[src/rtl/vregfile_rdport_arb_if.sv]
// Bundles the read-requester, write-requester, response and register-file RAM
// signals of the read-port arbiter; slave is the arbiter, master its environment.
interface vregfile_rdport_arb_if #(
  parameter int WIDTH       = 32,
  parameter int LOG2NUMREGS = 4
);
  logic                   rd0_req;
  logic [LOG2NUMREGS-1:0] rd0_reg;
  logic                   rd0_gnt;
  logic                   rd1_req;
  logic [LOG2NUMREGS-1:0] rd1_reg;
  logic                   rd1_gnt;
  logic                   wr_en;
  logic [LOG2NUMREGS-1:0] wr_reg;
  logic [WIDTH-1:0]       wr_data;
  logic                   rsp_valid;
  logic                   rsp_id;
  logic [WIDTH-1:0]       rsp_data;
  logic [LOG2NUMREGS-1:0] rf_a_reg;
  logic                   rf_a_en;
  logic [WIDTH-1:0]       rf_a_readdataout;
  logic [LOG2NUMREGS-1:0] rf_c_reg;
  logic [WIDTH-1:0]       rf_c_writedatain;
  logic                   rf_c_we;

  modport slave (
    input  rd0_req, rd0_reg, rd1_req, rd1_reg,
    input  wr_en, wr_reg, wr_data, rf_a_readdataout,
    output rd0_gnt, rd1_gnt, rsp_valid, rsp_id, rsp_data,
    output rf_a_reg, rf_a_en, rf_c_reg, rf_c_writedatain, rf_c_we
  );

  modport master (
    output rd0_req, rd0_reg, rd1_req, rd1_reg,
    output wr_en, wr_reg, wr_data, rf_a_readdataout,
    input  rd0_gnt, rd1_gnt, rsp_valid, rsp_id, rsp_data,
    input  rf_a_reg, rf_a_en, rf_c_reg, rf_c_writedatain, rf_c_we
  );
endinterface

[src/rtl/vregfile_rdport_arb.sv]
// Round-robin sharing of a 1R/1W register file read port between two requesters,
// with write passthrough and same-cycle write forwarding into the 1-cycle response.
module vregfile_rdport_arb #(
  parameter int WIDTH       = 32,
  parameter int NUMREGS     = 16,
  parameter int LOG2NUMREGS = 4
) (
  input logic                 clk,
  input logic                 reset,
  vregfile_rdport_arb_if.slave bus
);

  if (NUMREGS > (1 << LOG2NUMREGS)) begin : g_bad_params
    $error("NUMREGS does not fit in LOG2NUMREGS address bits");
  end

  typedef enum logic {
    PRIO_R0 = 1'b0,
    PRIO_R1 = 1'b1
  } prio_e;

  prio_e            r_prio;
  prio_e            w_prio_nxt;
  logic             w_gnt0;
  logic             w_gnt1;
  logic             w_any_gnt;
  logic             w_fwd;
  logic [WIDTH-1:0] w_rsp_data;

  logic             r_v1;
  logic             r_id1;
  logic             r_fwd1;
  logic [WIDTH-1:0] r_fwdd1;
  logic [WIDTH-1:0] r_last_data;

  // NOTE: every output of this block gets a default before any branch, so no
  // path can leave a signal unassigned and infer a latch.
  always_comb begin
    w_gnt0     = 1'b0;
    w_gnt1     = 1'b0;
    w_prio_nxt = r_prio;
    if (!reset) begin
      if (bus.rd0_req && (!bus.rd1_req || r_prio == PRIO_R0)) begin
        w_gnt0 = 1'b1;
      end else if (bus.rd1_req) begin
        w_gnt1 = 1'b1;
      end
    end
    // The winner yields preference to the other requester.
    if (w_gnt0) begin
      w_prio_nxt = PRIO_R1;
    end else if (w_gnt1) begin
      w_prio_nxt = PRIO_R0;
    end
  end

  assign w_any_gnt = w_gnt0 | w_gnt1;

  assign bus.rd0_gnt  = w_gnt0;
  assign bus.rd1_gnt  = w_gnt1;
  assign bus.rf_a_en  = w_any_gnt;
  assign bus.rf_a_reg = w_gnt1 ? bus.rd1_reg : bus.rd0_reg;

  assign bus.rf_c_we          = bus.wr_en & ~reset;
  assign bus.rf_c_reg         = bus.wr_reg;
  assign bus.rf_c_writedatain = bus.wr_data;

  // The RAM returns old data on a same-address read/write, so capture the write.
  assign w_fwd = bus.wr_en & bus.rf_c_we & (bus.wr_reg == bus.rf_a_reg) & bus.rf_a_en;

  // NOTE: state registers use non-blocking assignments so every flop samples
  // the pre-edge values regardless of statement order.
  always_ff @(posedge clk or posedge reset) begin
    if (reset) begin
      r_prio      <= PRIO_R0;
      r_v1        <= 1'b0;
      r_id1       <= 1'b0;
      r_fwd1      <= 1'b0;
      r_fwdd1     <= '0;
      r_last_data <= '0;
    end else begin
      r_prio <= w_prio_nxt;
      r_v1   <= w_any_gnt;
      if (w_any_gnt) begin
        r_id1   <= w_gnt1;
        r_fwd1  <= w_fwd;
        r_fwdd1 <= bus.wr_data;
      end
      if (r_v1) begin
        r_last_data <= w_rsp_data;
      end
    end
  end

  // Outside a valid cycle the response bus shows the last delivered value.
  assign w_rsp_data    = r_v1 ? (r_fwd1 ? r_fwdd1 : bus.rf_a_readdataout) : r_last_data;
  assign bus.rsp_valid = r_v1;
  assign bus.rsp_id    = r_id1;
  assign bus.rsp_data  = w_rsp_data;

endmodule

[src/flat_wrapper.sv]
// flat-port wrapper written by rule: the top's interface ports become plain ports
module vregfile_rdport_arb_flat 
#(
  parameter int WIDTH       = 32,
  parameter int NUMREGS     = 16,
  parameter int LOG2NUMREGS = 4
)
  (clk, reset, bus_rd0_req, bus_rd0_reg, bus_rd1_req, bus_rd1_reg, bus_wr_en, bus_wr_reg, bus_wr_data, bus_rf_a_readdataout, bus_rd0_gnt, bus_rd1_gnt, bus_rsp_valid, bus_rsp_id, bus_rsp_data, bus_rf_a_reg, bus_rf_a_en, bus_rf_c_reg, bus_rf_c_writedatain, bus_rf_c_we);
  vregfile_rdport_arb_if #(.WIDTH(WIDTH), .LOG2NUMREGS(LOG2NUMREGS)) bus_i ();
  input logic clk;
  input logic reset;
  input wire logic [$bits(bus_i.rd0_req)-1:0] bus_rd0_req;
  input wire logic [$bits(bus_i.rd0_reg)-1:0] bus_rd0_reg;
  input wire logic [$bits(bus_i.rd1_req)-1:0] bus_rd1_req;
  input wire logic [$bits(bus_i.rd1_reg)-1:0] bus_rd1_reg;
  input wire logic [$bits(bus_i.wr_en)-1:0] bus_wr_en;
  input wire logic [$bits(bus_i.wr_reg)-1:0] bus_wr_reg;
  input wire logic [$bits(bus_i.wr_data)-1:0] bus_wr_data;
  input wire logic [$bits(bus_i.rf_a_readdataout)-1:0] bus_rf_a_readdataout;
  output wire logic [$bits(bus_i.rd0_gnt)-1:0] bus_rd0_gnt;
  output wire logic [$bits(bus_i.rd1_gnt)-1:0] bus_rd1_gnt;
  output wire logic [$bits(bus_i.rsp_valid)-1:0] bus_rsp_valid;
  output wire logic [$bits(bus_i.rsp_id)-1:0] bus_rsp_id;
  output wire logic [$bits(bus_i.rsp_data)-1:0] bus_rsp_data;
  output wire logic [$bits(bus_i.rf_a_reg)-1:0] bus_rf_a_reg;
  output wire logic [$bits(bus_i.rf_a_en)-1:0] bus_rf_a_en;
  output wire logic [$bits(bus_i.rf_c_reg)-1:0] bus_rf_c_reg;
  output wire logic [$bits(bus_i.rf_c_writedatain)-1:0] bus_rf_c_writedatain;
  output wire logic [$bits(bus_i.rf_c_we)-1:0] bus_rf_c_we;
  assign bus_i.rd0_req = bus_rd0_req;
  assign bus_i.rd0_reg = bus_rd0_reg;
  assign bus_i.rd1_req = bus_rd1_req;
  assign bus_i.rd1_reg = bus_rd1_reg;
  assign bus_i.wr_en = bus_wr_en;
  assign bus_i.wr_reg = bus_wr_reg;
  assign bus_i.wr_data = bus_wr_data;
  assign bus_i.rf_a_readdataout = bus_rf_a_readdataout;
  assign bus_rd0_gnt = bus_i.rd0_gnt;
  assign bus_rd1_gnt = bus_i.rd1_gnt;
  assign bus_rsp_valid = bus_i.rsp_valid;
  assign bus_rsp_id = bus_i.rsp_id;
  assign bus_rsp_data = bus_i.rsp_data;
  assign bus_rf_a_reg = bus_i.rf_a_reg;
  assign bus_rf_a_en = bus_i.rf_a_en;
  assign bus_rf_c_reg = bus_i.rf_c_reg;
  assign bus_rf_c_writedatain = bus_i.rf_c_writedatain;
  assign bus_rf_c_we = bus_i.rf_c_we;
  vregfile_rdport_arb #(.WIDTH(WIDTH), .NUMREGS(NUMREGS), .LOG2NUMREGS(LOG2NUMREGS)) u_core (.clk(clk), .reset(reset), .bus(bus_i));
endmodule
[config.mk]
export PLATFORM = sky130hd
export DESIGN_NAME = vregfile_rdport_arb_flat
export DESIGN_NICKNAME = d
export VERILOG_FILES = /design/src/rtl/vregfile_rdport_arb_if.sv /design/src/rtl/vregfile_rdport_arb.sv /design/src/flat_wrapper.sv
export SDC_FILE = /design/constraint.sdc
export NUM_CORES = 1
export LEC_CHECK = 0
export ABC_AREA = 1
export CAP_MARGIN = 30
export CORE_ASPECT_RATIO = 0.9
export CORE_UTILIZATION = 38
export DETAILED_ROUTE_END_ITERATION = 10
export GPL_TIMING_DRIVEN = 0
export PLACE_DENSITY = 0.77
export SETUP_SLACK_MARGIN = 0.4
export SLEW_MARGIN = 10
export SYNTH_ARGS = -nofsm -noshare
export SYNTH_HDL_FRONTEND = slang
export SYNTH_SLANG_ARGS = --single-unit
export TNS_END_PERCENT = 1
[constraint.sdc]
create_clock -name clk -period 2.05 [get_ports clk]
set_input_delay 0.3075 -clock clk [delete_from_list [all_inputs] [get_ports clk]]
set_output_delay 0.3075 -clock clk [all_outputs]
set_load 0.05 [all_outputs]
==> results_dict.tcl, run 1 <==
set metrics [dict create \
    synth-edff-count 0 \
    synth.net_count 525 \
    dp_hpwl_um 7970 \
    worstHoldPathType "input pin to async pin" \
    yosysTopAreaCell "dfrtp_1" \
    finalCritPeriodShare 0.931 \
    port_buffers 158 \
    setup.worst_path.class "flip-flop to output port" \
    worst_pin_slew_ns 0.521 \
    power.sequential.fraction 0.340 \
    synth-seq-cells 68 \
    crit_required_ns 1.74 \
    cp_max_fo 7 \
    die_w_um 104 \
    numCtsBuffers 9 \
    tritoncts "yes" \
    globalplace.congestion 0.807 \
    timing.final.max_slew_violations 0 \
    final_standard_cell_count_with_taps_included_and_fillers_excluded 749 \
    gr-total-overflow 0 \
    most_common_cell_in_the_netlist "nand2_1" \
    p_sw_frac 0.375 \
    cts_sinks 68 \
    synth-main-ff-cell "dfrtp_1" \
    placement_rows 33 \
    insertion_delay_ns 0.34 \
    drv.max_cap_violation_count 0 \
    maximum_resistive_drop_on_vdd_mv 0.514 \
    area_growth_syn_to_layout_pct 81.6 \
    drcViolationCount 0 \
    grt_first_pass_wirelength_um 18600 \
    die_h_um 93.5 \
    mappedNetlistArea_um2 3530 \
    net_switching_power_uw 1810 \
    placedCellCount 724 \
    cts-htree-levels 3 \
    totalNegativeSetupSlack_ns 0 \
    drive_gt1_frac 0.354 \
    avgSynthCellArea_um2 7.96 \
    rsz0062_at_grt "true" \
    synth_sequential_area_ratio 0.481 \
    core_area_um2 9080 \
    initialDrtViolationCount 121 \
    antenna_found_initial 0 \
    wl_um 11400 \
    hold_viol_final 0 \
    drtPass1Iterations 4 \
    final_net_count 703 \
    synth.yosys.warnings 0 \
    root_buffer "clkbuf_8" \
    ys_async_sr_fraction 1.00 \
    clock-skew-final_ns 0.0149 \
    postCtsHoldBufs 0 \
    worst-endpoint-arrival_ns 1.60 \
    total_leakage_power_uw 0.00289 \
    result_of_the_run "finished clean" \
    max_freq_ghz 0.524 \
    maximum_number_of_pins_on_one_net_before_global_route_repair 36 \
    pwr_density_cell_nw_per_um2 752 \
    worst_setup_hold_path_clk_slew_ns 0.09 \
    most_frequent_cells_after_synthesis "nand2_1 (180), dfrtp_1 (68), a31oi_1 (64), buf_4 (37), nor2_1 (35)" \
    synth_cell_type_count 21 \
    finalSetupViolations 0 \
    cts_buffer_depth 2 \
    grt_pass1_vias 3888 \
    design.portCount 159 \
    grt_use_total 0.245 \
    avg_wl_per_cell_um 15.2 \
    via_count 3717 \
    start_kind "flip-flop" \
    internal_power_uw 3010 \
    synth_top_area_frac 0.481 \
    die_area_um2 9690 \
    relSlewSlack 0.653 \
    critical_path_end_type "output port" \
    insertedDiodeCount 0 \
    clock_power_share 0.257 \
    combinationalPowerShare 0.404 \
    avgViaCountPerCell 4.96 \
    initial_core_util 0.389 \
    final_period_minus_worst_setup_slack_ns 1.91 \
    postRouteAntennaNets 0 \
    cell_count_after_synthesis 444 \
    ys_top_cells_by_area "dfrtp_1 (48%), nand2_1 (19%), a31oi_1 (11%)" \
]
## worst max-delay path, cell delays in order (launching register included)
cell	delay [ns]
dfrtp_2	0.43
buf_6	0.14
buf_12	0.14
clkbuf_16	0.16
a31oi_4	0.20
buf_6	0.18
## cell usage in the layout (no fill, tap or decap)
cell type / n
inv_1: 11
clkbuf_8: 9
inv_6: 5
nor2_8: 1
buf_8: 5
nand2_4: 1
clkinvlp_4: 1
dfrtp_2: 1
clkinv_2: 1
o21ai_0: 1
buf_4: 41
nand3_1: 10
nand3_4: 1
clkbuf_4: 5
bufbuf_16: 1
buf_16: 1
a31oi_1: 32
clkinv_4: 1
nand3b_1: 1
nand2_2: 24
clkinv_8: 1
buf_12: 2
buf_2: 5
clkdlybuf4s15_2: 3
clkdlybuf4s50_1: 81
dfrtp_1: 67
clkbuf_16: 3
nor2_1: 4
nor2_2: 32
nand2_8: 1
dlygate4sd2_1: 36
clkbuf_1: 2
inv_2: 1
bufinv_16: 3
a31oi_4: 32
nand2_1: 160
buf_6: 40
inv_4: 1
## routing by layer
metal  routed length (um)  part of all wire  global-route usage  vias up
met3                  557             0.049              0.0460       23
met4                  228             0.020              0.0988        0
met2                 5690              0.50               0.432      120
met1                 4900              0.43               0.298     1785
li1                     -                 -                   -     1789
met5                    0                 0                   0        -
## layout make-up
type	instances	area [um2]
buffer	60	529
clock buffer	9	124
clock inverter	7	98.8
fill	689	2670
inverter	16	106
multi-input combinational	300	1980
sequential	68	1700
tap	122	153
timing repair buffer	165	1710
timing repair inverter	2	17.5
## timing repair
item / 4_1_cts / 5_1_grt
cloned: 6 / 1
resized for setup: 382 / 22
endpoints found under the setup margin: 112 / 78
setup buffers: 2 / 0
pin swaps: 5 / 4
## power by group through the flow
stage | Clock (uW) | Combinational, uW | Sequential, uW
6_report | 1240 | 1950 | 1640
3_5_place_dp | 0 | 1810 | 1640
4_1_cts | 1250 | 1930 | 1640
5_1_grt | 1320 | 2060 | 1660
2_1_floorplan | 0 | 1220 | 1640
3_3_place_gp | 0 | 1780 | 1630
## worst paths after layout
check / from / endpoint / slack (ns) / depth (start not counted)
hold reg to reg: u_core.r_fwdd1[0]$_DFFE_PP0P_ / u_core.r_fwdd1[0]$_DFFE_PP0P_ / 0.47 / 2
min in group clk: u_core.r_fwdd1[0]$_DFFE_PP0P_ / u_core.r_fwdd1[0]$_DFFE_PP0P_ / 0.47 / 2
setup reg to reg: u_core.r_prio$_DFFE_PP0P_ / u_core.r_fwd1$_DFFE_PP0P_ / 0.75 / 10
hold / removal: reset / u_core.bus.rsp_valid$_DFF_PP0_ / 0.17 / 2
max in group asynchronous: reset / u_core.r_last_data[15]$_DFFE_PP0P_ / 1.56 / 2
setup / recovery: u_core.bus.rsp_valid$_DFF_PP0_ / bus_rsp_data[27] / 0.14 / 5
## cell families after synthesis
logic type	after synthesis	synth area share
simple gates	235	0.273
buf+inv	76	0.131
flops	68	0.481
compound gates	65	0.115
## sequential cells by signal, summed over array words and instances, names as in the netlist
| register | flops |
|---|---|
| u_core.r_fwdd1 | 32 |
| u_core.r_last_data | 32 |
| u_core.bus.rsp_id | 1 |
| u_core.bus.rsp_valid | 1 |
| u_core.r_fwd1 | 1 |
| u_core.r_prio | 1 |
## per-stage QoR
| step | setup WS, ns | hold slack [ns] | area, um2 | total power (uW) | util |
|---|---|---|---|---|---|
| 2_1_floorplan | 0.314 | 0.233 | 4040 | 2860 | - |
| 3_3_place_gp | -1.14 | 0.455 | 5770 | 3420 | 0.636 |
| 3_5_place_dp | -1.14 | 0.460 | 5770 | 3460 | 0.636 |
| 4_1_cts | 0.151 | 0.155 | 6330 | 4820 | 0.697 |
| 5_1_grt | 0.102 | 0.175 | 6420 | 5040 | 0.707 |
| 6_report | 0.142 | 0.170 | 6420 | 4830 | 0.707 |
(Power assumes the default switching activity.)
==> run 2: changes to the inputs <==
--- a/config.mk
+++ b/config.mk
@@ -13,7 +13,6 @@
 export GPL_TIMING_DRIVEN = 0
 export PLACE_DENSITY = 0.77
 export SETUP_SLACK_MARGIN = 0.4
-export SLEW_MARGIN = 10
 export SYNTH_ARGS = -nofsm -noshare
 export SYNTH_HDL_FRONTEND = slang
 export SYNTH_SLANG_ARGS = --single-unit
==> results of run 2 <==
Same layout as run 1: the final DEF is identical, and so are final timing and power.
